===== config.mk =====
export PLATFORM = sky130hd
export DESIGN_NAME = vram_write_buffer
export DESIGN_NICKNAME = d
export VERILOG_FILES = /design/src/rtl/vram_write_buffer_pkg.sv /design/src/rtl/vram_write_buffer_sync_fifo.sv /design/src/rtl/vram_write_buffer.sv
export SDC_FILE = /design/constraint.sdc
export NUM_CORES = 1
export LEC_CHECK = 0
export ABC_AREA = 0
export BUFFER_PORTS_ARGS = -buffer_cell sky130_fd_sc_hd__buf_2
export CAP_MARGIN = 20
export CORE_MARGIN = 8
export CORE_UTILIZATION = 55
export DETAILED_ROUTE_END_ITERATION = 12
export PLACE_DENSITY = 0.8
export SETUP_SLACK_MARGIN = 0.5
export SLEW_MARGIN = 10
export SYNTH_ARGS = -nofsm -noshare
export SYNTH_HDL_FRONTEND = slang
export SYNTH_SLANG_ARGS = --single-unit

===== constraint.sdc =====
create_clock -name clk -period 3.47 [get_ports clk]
set_input_delay 0.347 -clock clk [delete_from_list [all_inputs] [get_ports clk]]
set_output_delay 0.347 -clock clk [all_outputs]
set_load 0.01 [all_outputs]

===== src/rtl/vram_write_buffer_pkg.sv =====
// rtl/vram_write_buffer_pkg.sv - shared constants and helpers for the VRAM write buffer
//
// Purpose: VRAM geometry shared by the CPU write path and the GPU VRAM interface,
//          plus a helper that sizes level counters for a given FIFO depth.
// Contents:
//   VRAM_ADDR_WIDTH  VRAM byte-address width
//   VRAM_DATA_WIDTH  VRAM data width (bytes)
//   level_width()    bits needed to hold a level of 0..depth inclusive
package vram_write_buffer_pkg;

  localparam int VRAM_ADDR_WIDTH = 16;
  localparam int VRAM_DATA_WIDTH = 8;

  // A level must represent DEPTH itself, hence the extra bit over the pointer width.
  function automatic int level_width(input int depth);
    return $clog2(depth) + 1;
  endfunction

endpackage


===== src/rtl/vram_write_buffer_sync_fifo.sv =====
// rtl/vram_write_buffer_sync_fifo.sv - single-clock FIFO with separate level counter
//
// Purpose: stores WIDTH-bit entries in DEPTH slots. Pointers wrap modulo DEPTH and the
//          occupancy is tracked in its own counter, so full/empty come straight from it.
//          The caller must never push when full unless it pops at the same edge, and
//          must never pop when empty.
// Ports:
//   clk          in   clock
//   rst          in   asynchronous active-low reset (pointers and level to 0)
//   push_i       in   write push_data_i at this edge
//   push_data_i  in   entry to store
//   pop_i        in   retire the head entry at this edge
//   pop_data_o   out  current head entry (valid while !empty_o)
//   level_o      out  entries held, 0..DEPTH
//   full_o       out  level_o == DEPTH
//   empty_o      out  level_o == 0
module sync_fifo_m
  import vram_write_buffer_pkg::*;
#(
  parameter int WIDTH     = 8,
  parameter int DEPTH     = 8,
  parameter int CNT_WIDTH = level_width(DEPTH)
) (
  input  logic                 clk,
  input  logic                 rst,
  input  logic                 push_i,
  input  logic [WIDTH-1:0]     push_data_i,
  input  logic                 pop_i,
  output logic [WIDTH-1:0]     pop_data_o,
  output logic [CNT_WIDTH-1:0] level_o,
  output logic                 full_o,
  output logic                 empty_o
);

  localparam int PTR_WIDTH = $clog2(DEPTH);

  logic [WIDTH-1:0]     mem_q [DEPTH];
  logic [PTR_WIDTH-1:0] wr_ptr_q, wr_ptr_d;
  logic [PTR_WIDTH-1:0] rd_ptr_q, rd_ptr_d;
  logic [CNT_WIDTH-1:0] level_q, level_d;

  always_comb begin
    wr_ptr_d = wr_ptr_q;
    rd_ptr_d = rd_ptr_q;
    level_d  = level_q;
    if (push_i) wr_ptr_d = wr_ptr_q + PTR_WIDTH'(1);
    if (pop_i)  rd_ptr_d = rd_ptr_q + PTR_WIDTH'(1);
    case ({push_i, pop_i})
      2'b10:   level_d = level_q + CNT_WIDTH'(1);
      2'b01:   level_d = level_q - CNT_WIDTH'(1);
      default: level_d = level_q;
    endcase
  end

  always_ff @(posedge clk or negedge rst) begin
    if (!rst) begin
      wr_ptr_q <= '0;
      rd_ptr_q <= '0;
      level_q  <= '0;
    end else begin
      wr_ptr_q <= wr_ptr_d;
      rd_ptr_q <= rd_ptr_d;
      level_q  <= level_d;
    end
  end

  // Storage needs no reset: a slot is only ever read after it has been written.
  always_ff @(posedge clk) begin
    if (push_i) mem_q[wr_ptr_q] <= push_data_i;
  end

  assign pop_data_o = mem_q[rd_ptr_q];
  assign level_o    = level_q;
  assign full_o     = (level_q == CNT_WIDTH'(DEPTH));
  assign empty_o    = (level_q == '0);

endmodule


===== src/rtl/vram_write_buffer.sv =====
// rtl/vram_write_buffer.sv - CPU byte-write buffer draining into VRAM around GPU fetches
//
// Purpose: queues CPU byte writes and replays them to VRAM only in cycles the GPU has
//          not claimed. CPU writes are accepted whenever space exists (or a slot frees
//          at the same edge); writes arriving to a full, non-draining buffer are dropped
//          and flagged in a sticky overflow bit.
// Ports:
//   clk           in   pixel clock, single domain
//   rst           in   asynchronous active-low reset
//   cpu_we        in   one-cycle write request
//   cpu_address   in   write address, valid with cpu_we
//   cpu_data      in   write data, valid with cpu_we
//   gpu_busy      in   GPU owns the VRAM port in the next cycle
//   ovf_clear     in   clears the sticky overflow
//   vram_address  out  registered write address to VRAM
//   vram_data     out  registered write data to VRAM
//   vram_we       out  registered write strobe, one cycle per drained entry
//   full          out  level == DEPTH
//   empty         out  level == 0
//   level         out  entries held, 0..DEPTH
//   overflow      out  sticky: a write was dropped
module vram_write_buffer
  import vram_write_buffer_pkg::*;
#(
  parameter int ADDR_WIDTH = VRAM_ADDR_WIDTH,
  parameter int DEPTH      = 8,
  parameter int CNT_WIDTH  = $clog2(DEPTH) + 1
) (
  input  logic                  clk,
  input  logic                  rst,
  input  logic                  cpu_we,
  input  logic [ADDR_WIDTH-1:0] cpu_address,
  input  logic [7:0]            cpu_data,
  input  logic                  gpu_busy,
  input  logic                  ovf_clear,
  output logic [ADDR_WIDTH-1:0] vram_address,
  output logic [7:0]            vram_data,
  output logic                  vram_we,
  output logic                  full,
  output logic                  empty,
  output logic [CNT_WIDTH-1:0]  level,
  output logic                  overflow
);

  localparam int ENTRY_WIDTH = ADDR_WIDTH + 8;

  logic                   push, pop, drop;
  logic [ENTRY_WIDTH-1:0] head;
  logic                   fifo_full, fifo_empty;

  logic [ADDR_WIDTH-1:0]  vram_address_q, vram_address_d;
  logic [7:0]             vram_data_q, vram_data_d;
  logic                   vram_we_q, vram_we_d;
  logic                   overflow_q, overflow_d;

  // Draining is decided from stored entries only, so a write pushed at this edge
  // cannot also be drained at this edge. A pop frees the slot a full-buffer push needs.
  assign pop  = !fifo_empty && !gpu_busy;
  assign push = cpu_we && (!fifo_full || pop);
  assign drop = cpu_we && fifo_full && !pop;

  sync_fifo_m #(
    .WIDTH     (ENTRY_WIDTH),
    .DEPTH     (DEPTH),
    .CNT_WIDTH (CNT_WIDTH)
  ) u_fifo (
    .clk         (clk),
    .rst         (rst),
    .push_i      (push),
    .push_data_i ({cpu_address, cpu_data}),
    .pop_i       (pop),
    .pop_data_o  (head),
    .level_o     (level),
    .full_o      (fifo_full),
    .empty_o     (fifo_empty)
  );

  always_comb begin
    vram_we_d      = pop;
    vram_address_d = vram_address_q;
    vram_data_d    = vram_data_q;
    if (pop) begin
      vram_address_d = head[ENTRY_WIDTH-1:8];
      vram_data_d    = head[7:0];
    end
    // A drop at the same edge as a clear must stay visible.
    overflow_d = overflow_q;
    if (drop)           overflow_d = 1'b1;
    else if (ovf_clear) overflow_d = 1'b0;
  end

  always_ff @(posedge clk or negedge rst) begin
    if (!rst) begin
      vram_address_q <= '0;
      vram_data_q    <= '0;
      vram_we_q      <= 1'b0;
      overflow_q     <= 1'b0;
    end else begin
      vram_address_q <= vram_address_d;
      vram_data_q    <= vram_data_d;
      vram_we_q      <= vram_we_d;
      overflow_q     <= overflow_d;
    end
  end

  assign vram_address = vram_address_q;
  assign vram_data    = vram_data_q;
  assign vram_we      = vram_we_q;
  assign overflow     = overflow_q;
  assign full         = fifo_full;
  assign empty        = fifo_empty;

endmodule


# Word-level counts from Yosys, hierarchy flattened
# Memory sizes are Yosys's and may differ from the RTL's. A register that Yosys moved wholly into a read port is not among the register bits.
# Cells that the tools add are included.
[totals]
register_bits = 12
latchBits = 0
romBits = 0
n_memories = 1
mem_bits_rw = 192
out_inout_bits = 32
inputBits = 29
wordCells = 31
[op_classes]
n_mux = 5
n_div = 0
addsub = 4
n_lt_le_gt_ge = 0
n_shift = 0
bitwise = 0
n_reduce_logical = 13
multipliers = 0
n_eq_ne = 3
[mem_list]
columns = ["name", "depth", "width", "rd", "rd_ports_with_merged_regs", "wr", "line_no", "source"]
rows = [
  ["u_fifo.mem_q", 8, 24, 1, 1, 1, "vram_write_buffer_sync_fifo.sv:37", "logic [WIDTH-1:0] mem_q [DEPTH];"],
]
[ops]
columns = ["cell", "n"]
rows = [
  ["one-hot mux 4 bit (2 select lines)", 1],
  ["adder 3 x 1 -> 3 bit, second input constant", 2],
  ["logical NOT 1 bit", 5],
  ["adder 4 x 1 -> 4 bit, second input constant", 1],
  ["== test 4 bit, second input constant", 1],
  ["logical AND 1 bit", 4],
  ["logical NOT 4 bit", 1],
  ["2-to-1 mux 1 bit", 4],
  ["nonzero test 2 bit", 2],
  ["subtractor 4 x 1 -> 4 bit, second input constant", 1],
  ["== test 2 x 1 -> 1 bit, second input constant", 1],
  ["== test 2 bit, second input constant", 1],
  ["logical OR 1 bit", 1],
]

# Depth between registers and ports, before layout
# Gate-level depths: netlist (run 1).
[logic_depth]
word_depth = 7
ltp_mapped = 13
mapped_depth_nobuf = 10

# Hierarchy
# A second synthesis (run 1) with hierarchy kept.
[unflattened]
hier_cells = 390
area_unflattened_um2 = 8798.4
[by_module_without_submodules]
columns = ["mod", "area_each_um2", "n_inst", "cells_each"]
rows = [
  ["sync_fifo_m", 7818.7, 1, 332],
  ["vram_write_buffer", 979.7, 1, 58],
]

# Worst setup path before layout (run 1)
# Ideal clock, no wire load.
[synth_timing]
path_type = "register to register"
from = "register u_fifo.level_q[1], in the netlist u_fifo.level_o[1]"
to = "memory u_fifo.mem_q[0][0] (netlist name), enable pin"
slack_ns = 0.281
synth_period_minus_slack_ns = 3.189
setup_time_ns = 0.435
t_required_ns = 3.035
path_stages_with_launch = 6
arrival_ns = 2.754
cell_sequence = "dfrtp_1 buf_2 nor4b_4 a21boi_2 nand2b_1 nor3_1"
[synth_via]
word_cells_on_any_way = 9
cone_classes = "1 x eq/ne; 2 x mux; 6 x reduce/logical"
[synth_lines]
columns = ["element", "line_no", "source"]
rows = [
  ["from (decl)", "vram_write_buffer_sync_fifo.sv:40", "logic [CNT_WIDTH-1:0] level_q, level_d;"],
  ["from (signal assigned)", "vram_write_buffer_sync_fifo.sv:63", "level_q <= level_d;"],
  ["== test 4 bit", "vram_write_buffer_sync_fifo.sv:74", "assign full_o = (level_q == CNT_WIDTH'(DEPTH));"],
  ["net full", "vram_write_buffer.sv:39", "output logic full,"],
  ["logical NOT 1 bit", "vram_write_buffer.sv:59", "assign push = cpu_we && (!fifo_full || pop);"],
  ["logical OR 1 bit", "vram_write_buffer.sv:59", ""],
  ["logical AND 1 bit", "vram_write_buffer.sv:59", ""],
  ["2-to-1 mux 1 bit", "vram_write_buffer_sync_fifo.sv:69", "if (push_i) mem_q[wr_ptr_q] <= push_data_i;"],
  ["2-to-1 mux 1 bit (implied by the code)", "vram_write_buffer_sync_fifo.sv:69", ""],
  ["to (decl)", "vram_write_buffer_sync_fifo.sv:37", ""],
]
# The timed path passes the listed nets, and every way through them passes these cells.

# Worst setup path in the final report (run 1)
[layout_timing]
from = "register u_fifo.level_q[2], in the netlist u_fifo.level_o[2]"
to = "register u_fifo.level_q[2], in the netlist u_fifo.level_o[2]"
[layout_via]
elab_chain_len = 7
word_cells_on_any_way = 13
cone_classes = "2 x add/sub; 3 x eq/ne; 1 x mux; 7 x reduce/logical"
[layout_lines]
columns = ["element", "line_no", "source"]
rows = [
  ["logical NOT 4 bit", "vram_write_buffer_sync_fifo.sv:75", "assign empty_o = (level_q == '0);"],
  ["logical NOT 1 bit", "vram_write_buffer.sv:58", "assign pop = !fifo_empty && !gpu_busy;"],
  ["logical AND 1 bit", "vram_write_buffer.sv:58", ""],
  ["logical OR 1 bit", "vram_write_buffer.sv:59", ""],
  ["logical AND 1 bit", "vram_write_buffer.sv:59", ""],
  ["== test 2 x 1 -> 1 bit or == test 2 bit (tied branches)", "vram_write_buffer_sync_fifo.sv:48", "case ({push_i, pop_i})"],
  ["one-hot mux 4 bit (2 select lines) or nonzero test 2 bit (tied branches)", "n/a", ""],
]
# Parallel ways exist; a longest one is shown, timed or not.
# A chain may end at the register's enable or synchronous reset.

==> summary.txt, run 1 <==
Outcome
  • Outcome: complete, no violations

Power and ir drop
  • Maximum ir drop on the vdd rail: 0.0005240 V
  • Pwr Density: 840.0 nW/µm²
  • P_leak: 0.003912 µW

Timing
  • Highest clock rate: 0.3938 GHz
  • Final Max Tran Viols: 0
  • Worst slew pin tran: 0.9687 ns
  • Setup violators final: 0
  • Final worst-path cycle share: 73.18%
  • Hold WS: 0.01070 ns
  • Tmin final: 2.539 ns
  • RSZ-0062 raised after global routing: false
  • Endpoints failing hold: 0
  • Setup TNS Final: 0 ns
  • Slew headroom: 35.42%
  • Worst clock skew: 0.007772 ns

Detailed routing
  • Post-route ant nets: 0
  • Total wire length: 17,130 µm
  • Iteration-0 DRC Markers: 372
  • Drt drc: 0
  • Pre-Repair DR Iteration Count: 5
  • Routed len/inst: 20.54 µm
  • Vias: 4,703
  • Routed vias/inst: 5.639

GRT
  • GRT busiest layer: met2
  • Grt met2 use: 29.68%
  • Largest net degree at the start of global routing: 45
  • Met3 Track Usage GR: 3.318%
  • Initial antenna violation count: 0
  • First-pass GRT wire length: 26,800 µm
  • Vias in the first global route: 4,936
  • GR Util All Layers: 16.95%
  • Met1 usage: 21.61%
  • Total gr overflow: 0

Clock tree
  • Worst skew pair latency: 0.50 ns
  • CTS tree: done
  • Sink Count: 228
  • CTS root buf: clkbuf_16
  • Total setup buffers inserted after CTS: 0
  • PostCTS Resize Cnt: 0
  • Clk buf depth: 3
  • Clk slew on worst S/H paths: 0.06 ns
  • H-tree depth: 1
  • CTS Buf Count: 23
  • Hold buffers post-CTS: 0

Die
  • Row count: 46
  • Initial core utilization: 56.15%
  • Die H: 143.4 µm
  • DIE AREA: 20,550 µm²
  • CORE AREA: 15,890 µm²
  • Die W: 143.4 µm
  • # IOs: 61

Logic synthesis
  • Cells after synthesis: 528
  • Yosys cell types: 33
  • Register bit count reported by yosys: 228
  • Yosys warnings: 0
  • Area of the mapped netlist: 8920 µm²
  • Post-Syn Nets: 562
  • Syn_area_per_cell: 16.89 µm²
  • Seq/Total Area, Yosys: 74.74%

Critical path
  • Setup crit end kind: flip-flop
  • Crit path DAT: 2.91 ns
  • CP Class: reg -> reg
  • Crit path launch type: flip-flop
  • Crit Path Max Fanout: 29
  • Crit-path max cell delay: 0.49 ns
  • Most frequent CP cell: xor2_1
  • CP Cell Sequence: nor4_4, or2_1, inv_8, ha_1, xor2_1, ha_1, a21oi_1, xor2_1, nor2_1, xor2_1
  • WP data required: 3.84 ns
  • Crit-path slowest cell: dfrtp_1

Placement
  • Gpl congestion: 0.7449
  • Hpwl dp: 10,090 µm
  • Port Buf Inserts: 60

Layout
  • Commonest non-fill, non-tap cell in the layout: edfxtp_1
  • Fillers: 1,109
  • Nets: 637
  • Area of the multi-input gates: 2092 µm²
  • Synth-to-layout area growth: 14.55%
  • Seq. cell area: 6670 µm²
  • Ant. Diodes: 0
  • Layout cells sized above 1: 21.04%
  • Most frequent cells in the layout: edfxtp_1 (192), mux2i_1 (96), buf_2 (60)
  • Post-layout util: 64.32%

Run
  • Max_cap viols: 0

Min path
  • Hold Crit Class: in -> async
[area by class of cell]
type	instances	area share [%]
clock buffer	37	6.441
tap	216	2.645
inverter	3	0.1837
clock inverter	3	0.3919
timing repair buffer	78	4.580
sequential	228	65.28
multi-input combinational	269	20.48
[cells in the mapped netlist]
| library cell | count | share of area, % |
|---|---|---|
| a21boi_2 | 1 | 0.13 |
| a21oi_1 | 2 | 0.11 |
| a22oi_1 | 48 | 4.0 |
| and2_1 | 1 | 0.070 |
| and3b_1 | 1 | 0.098 |
| buf_2 | 11 | 0.62 |
| buf_4 | 4 | 0.34 |
| buf_6 | 5 | 0.63 |
| buf_8 | 1 | 0.17 |
| clkbuf_1 | 7 | 0.29 |
| dfrtp_1 | 36 | 10 |
| edfxtp_1 | 192 | 65 |
| ha_1 | 5 | 0.70 |
| inv_1 | 2 | 0.084 |
| inv_8 | 1 | 0.13 |
| mux2_1 | 1 | 0.13 |
| mux2_2 | 1 | 0.13 |
| mux2i_1 | 96 | 11 |
| nand2_1 | 55 | 2.3 |
| nand2b_1 | 3 | 0.21 |
| nand3_1 | 17 | 0.95 |
| nand3_2 | 8 | 0.90 |
| nand3b_1 | 1 | 0.084 |
| nor2_1 | 8 | 0.34 |
| nor2b_1 | 3 | 0.21 |
| nor3_1 | 2 | 0.11 |
| nor3b_1 | 1 | 0.084 |
| nor4_4 | 1 | 0.24 |
| nor4b_4 | 1 | 0.27 |
| o21ai_0 | 3 | 0.17 |
| or2_1 | 1 | 0.070 |
| xnor2_1 | 4 | 0.39 |
| xor2_1 | 5 | 0.49 |
[kinds of logic after synthesis]
kind of cell,after synthesis,synth area share (%)
buf+inv,31,2.258
compound gates,54,4.447
xor+xnor,9,0.8837
fa+ha+maj,5,0.7014
mux,98,11.03
simple gates,103,5.948
flops,228,74.74
[worst max-delay path: cells and delay by family, from the launching register on]
kind,cells,cell delay (ns)
XOR/XNOR,3,0.48
adder cells (fa/ha/maj),2,0.48
buffers and inverters,1,0.13
AND/OR/NAND/NOR,3,0.63
AO/OA/AOI/OAI,1,0.18
flip-flops,1,0.49
[metrics by stage]
step,setup slack (ns),instance area (µm²),std cells,total power [µW]
finish,0.9306,10220,834,8583
global route,0.7389,10220,834,9008
CTS,0.9075,10200,833,8631
detailed placement,0.9353,9504,793,6326
global placement,1.064,9504,793,6223
floorplan,0.9219,8930,528,5560
[state kept, by name, indices dropped and copies added, names as in the netlist]
name / flops
u_fifo.mem_q: 192
vram_address: 16
vram_data: 8
u_fifo.level_o: 4
u_fifo.rd_ptr_q: 3
u_fifo.wr_ptr_q: 3
overflow: 1
vram_we: 1
[worst paths after layout]
path | slack, ns | cells after the start | startpoint | end
max | 0.93 | 10 | u_fifo.level_o[2]$_DFFE_PN0P_ | u_fifo.level_o[2]$_DFFE_PN0P_
min in group clk | 0.04 | 2 | ovf_clear | overflow$_DFFE_PN0P_
min reg2reg | 0.47 | 2 | vram_address[4]$_DFFE_PN0P_ | vram_address[4]$_DFFE_PN0P_
max reg2reg | 0.93 | 10 | u_fifo.level_o[2]$_DFFE_PN0P_ | u_fifo.level_o[2]$_DFFE_PN0P_
min | 0.01 | 1 | rst | vram_address[5]$_DFFE_PN0P_
max in group asynchronous | 2.75 | 1 | rst | u_fifo.rd_ptr_q[0]$_DFFE_PN0P_
[power by group]
part           leakage, µW  switching, µW  total [µW]  internal, µW
sequential         0.00217            371        3910          3540
clock             0.000340            941        2300          1360
combinational      0.00140           1380        2370           988
[metal layers]
metal / up-vias / routed length (µm) / share of wire (%)
met4: 0 / 167 / 0.98
met2: 163 / 8560 / 50
li1: 2178 / - / -
met3: 18 / 1142 / 6.7
met1: 2344 / 7257 / 42
met5: - / 0 / 0
(Power assumes the default switching activity.)
==> run 2, diff against run 1 <==
- CORE_UTILIZATION: 55 -> 54
- PLACE_DENSITY: 0.8 -> 0.81
- clock period: 3.47 -> 2.3 ns (I/O delays scaled with it)
==> summary.txt, run 2 (same netlist as run 1, synthesis figures left out) <==
Outcome
  • Outcome: finished, violations left (was complete, no violations)
  • Failing checks: negative hold slack

Layout
  • Synth-to-layout area growth: 29.43% (was 14.55%)
  • Largest Register: u_fifo.mem_q (unchanged)
  • Post-layout util: 70.62% (was 64.32%)
  • Number of flip-flops in the largest register: 192 (unchanged)
  • Most frequent cells in the layout: edfxtp_1 (192), mux2i_1 (96), buf_2 (59) (was edfxtp_1 (192), mux2i_1 (96), buf_2 (60))
  • Layout cells sized above 1: 30.32% (was 21.04%)
  • Ant. Diodes: 0 (unchanged)
  • Commonest non-fill, non-tap cell in the layout: edfxtp_1 (unchanged)
  • Nets: 713 (was 637)

GRT
  • GR Util All Layers: 22.12% (was 16.95%)
  • Largest net degree at the start of global routing: 42 (was 45)
  • Initial antenna violation count: 0 (unchanged)
  • Vias in the first global route: 5,773 (was 4,936)
  • Total gr overflow: 0 (unchanged)
  • First-pass GRT wire length: 34,120 µm (was 26,800 µm)

Power and ir drop
  • Power Total: 14,800 µW (was 8583 µW)
  • Internal power: 9884 µW (was 5890 µW)
  • P_leak: 0.004475 µW (was 0.003912 µW)
  • Switching pwr: 4917 µW (was 2693 µW)
  • Pwr Density: 1282 nW/µm² (was 840.0 nW/µm²)
  • Sw frac: 33.22% (was 31.37%)
  • Clk network pwr share: 26.4% (was 26.9%)
  • Combinational share of power: 34.5% (was 27.6%)
  • Sequential Power Share: 39.2% (was 45.6%)
  • Maximum ir drop on the vdd rail: 0.0007733 V (was 0.0005240 V)

Critical path
  • Setup crit end kind: flip-flop (unchanged)
  • Crit path DAT: 2.65 ns (was 2.91 ns)
  • WP data required: 2.70 ns (was 3.84 ns)
  • CP Class: reg -> reg (unchanged)
  • Crit Path Max Fanout: 4 (was 29)
  • Crit path launch type: flip-flop (unchanged)

Die
  • Die H: 144.5 µm (was 143.4 µm)
  • DIE AREA: 20,890 µm² (was 20,550 µm²)
  • CORE AREA: 16,350 µm² (was 15,890 µm²)
  • Row count: 47 (was 46)
  • Initial core utilization: 54.56% (was 56.15%)
  • Die W: 144.5 µm (was 143.4 µm)
  • # IOs: 61 (unchanged)

Detailed routing
  • Iteration-0 DRC Markers: 625 (was 372)
  • Drt drc: 0 (unchanged)
  • Vias: 5,492 (was 4,703)
  • Total wire length: 23,450 µm (was 17,130 µm)
  • Post-route ant nets: 0 (unchanged)
  • Routed vias/inst: 5.996 (was 5.639)
  • Pre-Repair DR Iteration Count: 5 (unchanged)
  • Routed len/inst: 25.60 µm (was 20.54 µm)

Clock tree
  • Clk slew on worst S/H paths: 0.06 ns (about the same)
  • Worst skew pair latency: 0.53 ns (was 0.50 ns)
  • CTS root buf: clkbuf_16 (unchanged)
  • CTS Buf Count: 23 (unchanged)
  • H-tree depth: 1 (unchanged)
  • CTS tree: done (unchanged)
  • Clk buf depth: 3 (unchanged)
  • Sink Count: 228 (unchanged)

Placement
  • Port Buf Inserts: 60 (unchanged)
  • Gpl congestion: 0.7457 (was 0.7449)
  • Hpwl dp: 10,410 µm (was 10,090 µm)

Timing
  • Final Max Tran Viols: 0 (unchanged)
  • Setup violators final: 0 (unchanged)
  • Endpoints failing hold: 2 (was 0)
  • Hold WS: -0.0004034 ns (was 0.01070 ns)
  • Tmin final: 2.244 ns (was 2.539 ns)
  • Worst slew pin tran: 0.5139 ns (was 0.9687 ns)
  • Worst clock skew: 0.03091 ns (was 0.007772 ns)
  • Highest clock rate: 0.4456 GHz (was 0.3938 GHz)
  • Slew headroom: 65.74% (was 35.42%)
  • Final worst-path cycle share: 97.57% (was 73.18%)
  • RSZ-0062 raised after global routing: true (was false)

Min path
  • Hold Crit Class: in -> reg (was in -> async)

Run
  • Max_cap viols: 0 (unchanged)
run 2: cell count changes in the layout (fill, tap and decap cells not counted), moves of 4 or more:
cell,previous run,this run
bufbuf_16,0,4
clkbuf_1,11,2
dfrtp_2,0,4
buf_12,2,18
buf_6,0,19
dfrtp_1,35,31
dlygate4sd3_1,0,18
buf_4,15,22
nor2_2,6,0
clkinvlp_4,0,4
nor2_4,0,12
run 2: power groups by stage:
stage	clock network [µW]	logic (µW)	registers, µW
after global routing	4090	5410	5850
final	3900	5100	5800
after floorplan	0	2660	5860
after CTS	3860	4750	5740
after global placement	0	3750	5790
after detailed placement	0	3910	5850
run 2: metrics by stage:
step	setup slack [ns]	cells	area, µm²	TNS [ns]	hold slack (ns)
floorplan	-0.08772	528	9056	-0.09215	-0.06559
global placement	0.1501	796	9629	0	0.1410
detailed placement	0.01318	796	9629	0	0.1513
CTS	0.1834	906	11350	0	0.0008838
global route	-0.001866	916	11540	-0.001866	0.005717
finish	0.05581	916	11540	0	-0.0004034
run 2: per-layer routing:
metal  wire length, µm  GRT usage (%)  up-vias  part of all wire, %
li1                  -              -     2343                    -
met1              9118          28.17     2783                   39
met2             11960          38.21      309                   51
met3              1761          3.268       57                  7.5
met4               604          7.174        0                  2.6
met5                 0              0        -                    0
run 2: worst paths after layout:
check                                              startpoint                             end  slack (ns)  depth (start not counted)
worst max-delay path            u_fifo.level_o[2]$_DFFE_PN0P_   u_fifo.level_o[2]$_DFFE_PN0P_        0.06                         10
worst min-delay path                           cpu_address[9]   u_fifo.mem_q[6][17]$_DFFE_PP_     -0.0004                          1
worst max register to register  u_fifo.level_o[2]$_DFFE_PN0P_   u_fifo.level_o[2]$_DFFE_PN0P_        0.06                         10
worst min register to register    vram_address[0]$_DFFE_PN0P_     vram_address[0]$_DFFE_PN0P_        0.47                          2
max in group asynchronous                                 rst  u_fifo.rd_ptr_q[0]$_DFFE_PN0P_        1.56                          3
min in group asynchronous                                 rst    vram_address[15]$_DFFE_PN0P_        0.17                          2
run 2: area by class of cell:
| type | count | area [µm²] |
|---|---|---|
| clock inverter | 14 | 163.9 |
| fill | 969 | 4803 |
| tap | 220 | 275.3 |
| timing repair buffer | 148 | 1518 |
| sequential | 228 | 6675 |
| clock buffer | 28 | 624.3 |
| inverter | 3 | 18.77 |
| multi-input combinational | 275 | 2270 |
run 2: repair_timing:
item	4_1_cts	5_1_grt
buffers inserted	37	7
pin swaps	24	5
resized for setup	26	17
hold endpoints to repair	153	0
cloned	12	3
setup endpoints to repair	197	198
hold buffers	19	0
run 2: worst max-delay path, stage by stage (launching register included):
cell	delay, ns
dfrtp_2	0.46
nor4_4	0.33
or2_4	0.21
inv_8	0.03
ha_4	0.17
xor2_1	0.15
ha_2	0.20
a21oi_2	0.16
xor2_1	0.15
nor2_1	0.06
xor2_1	0.22
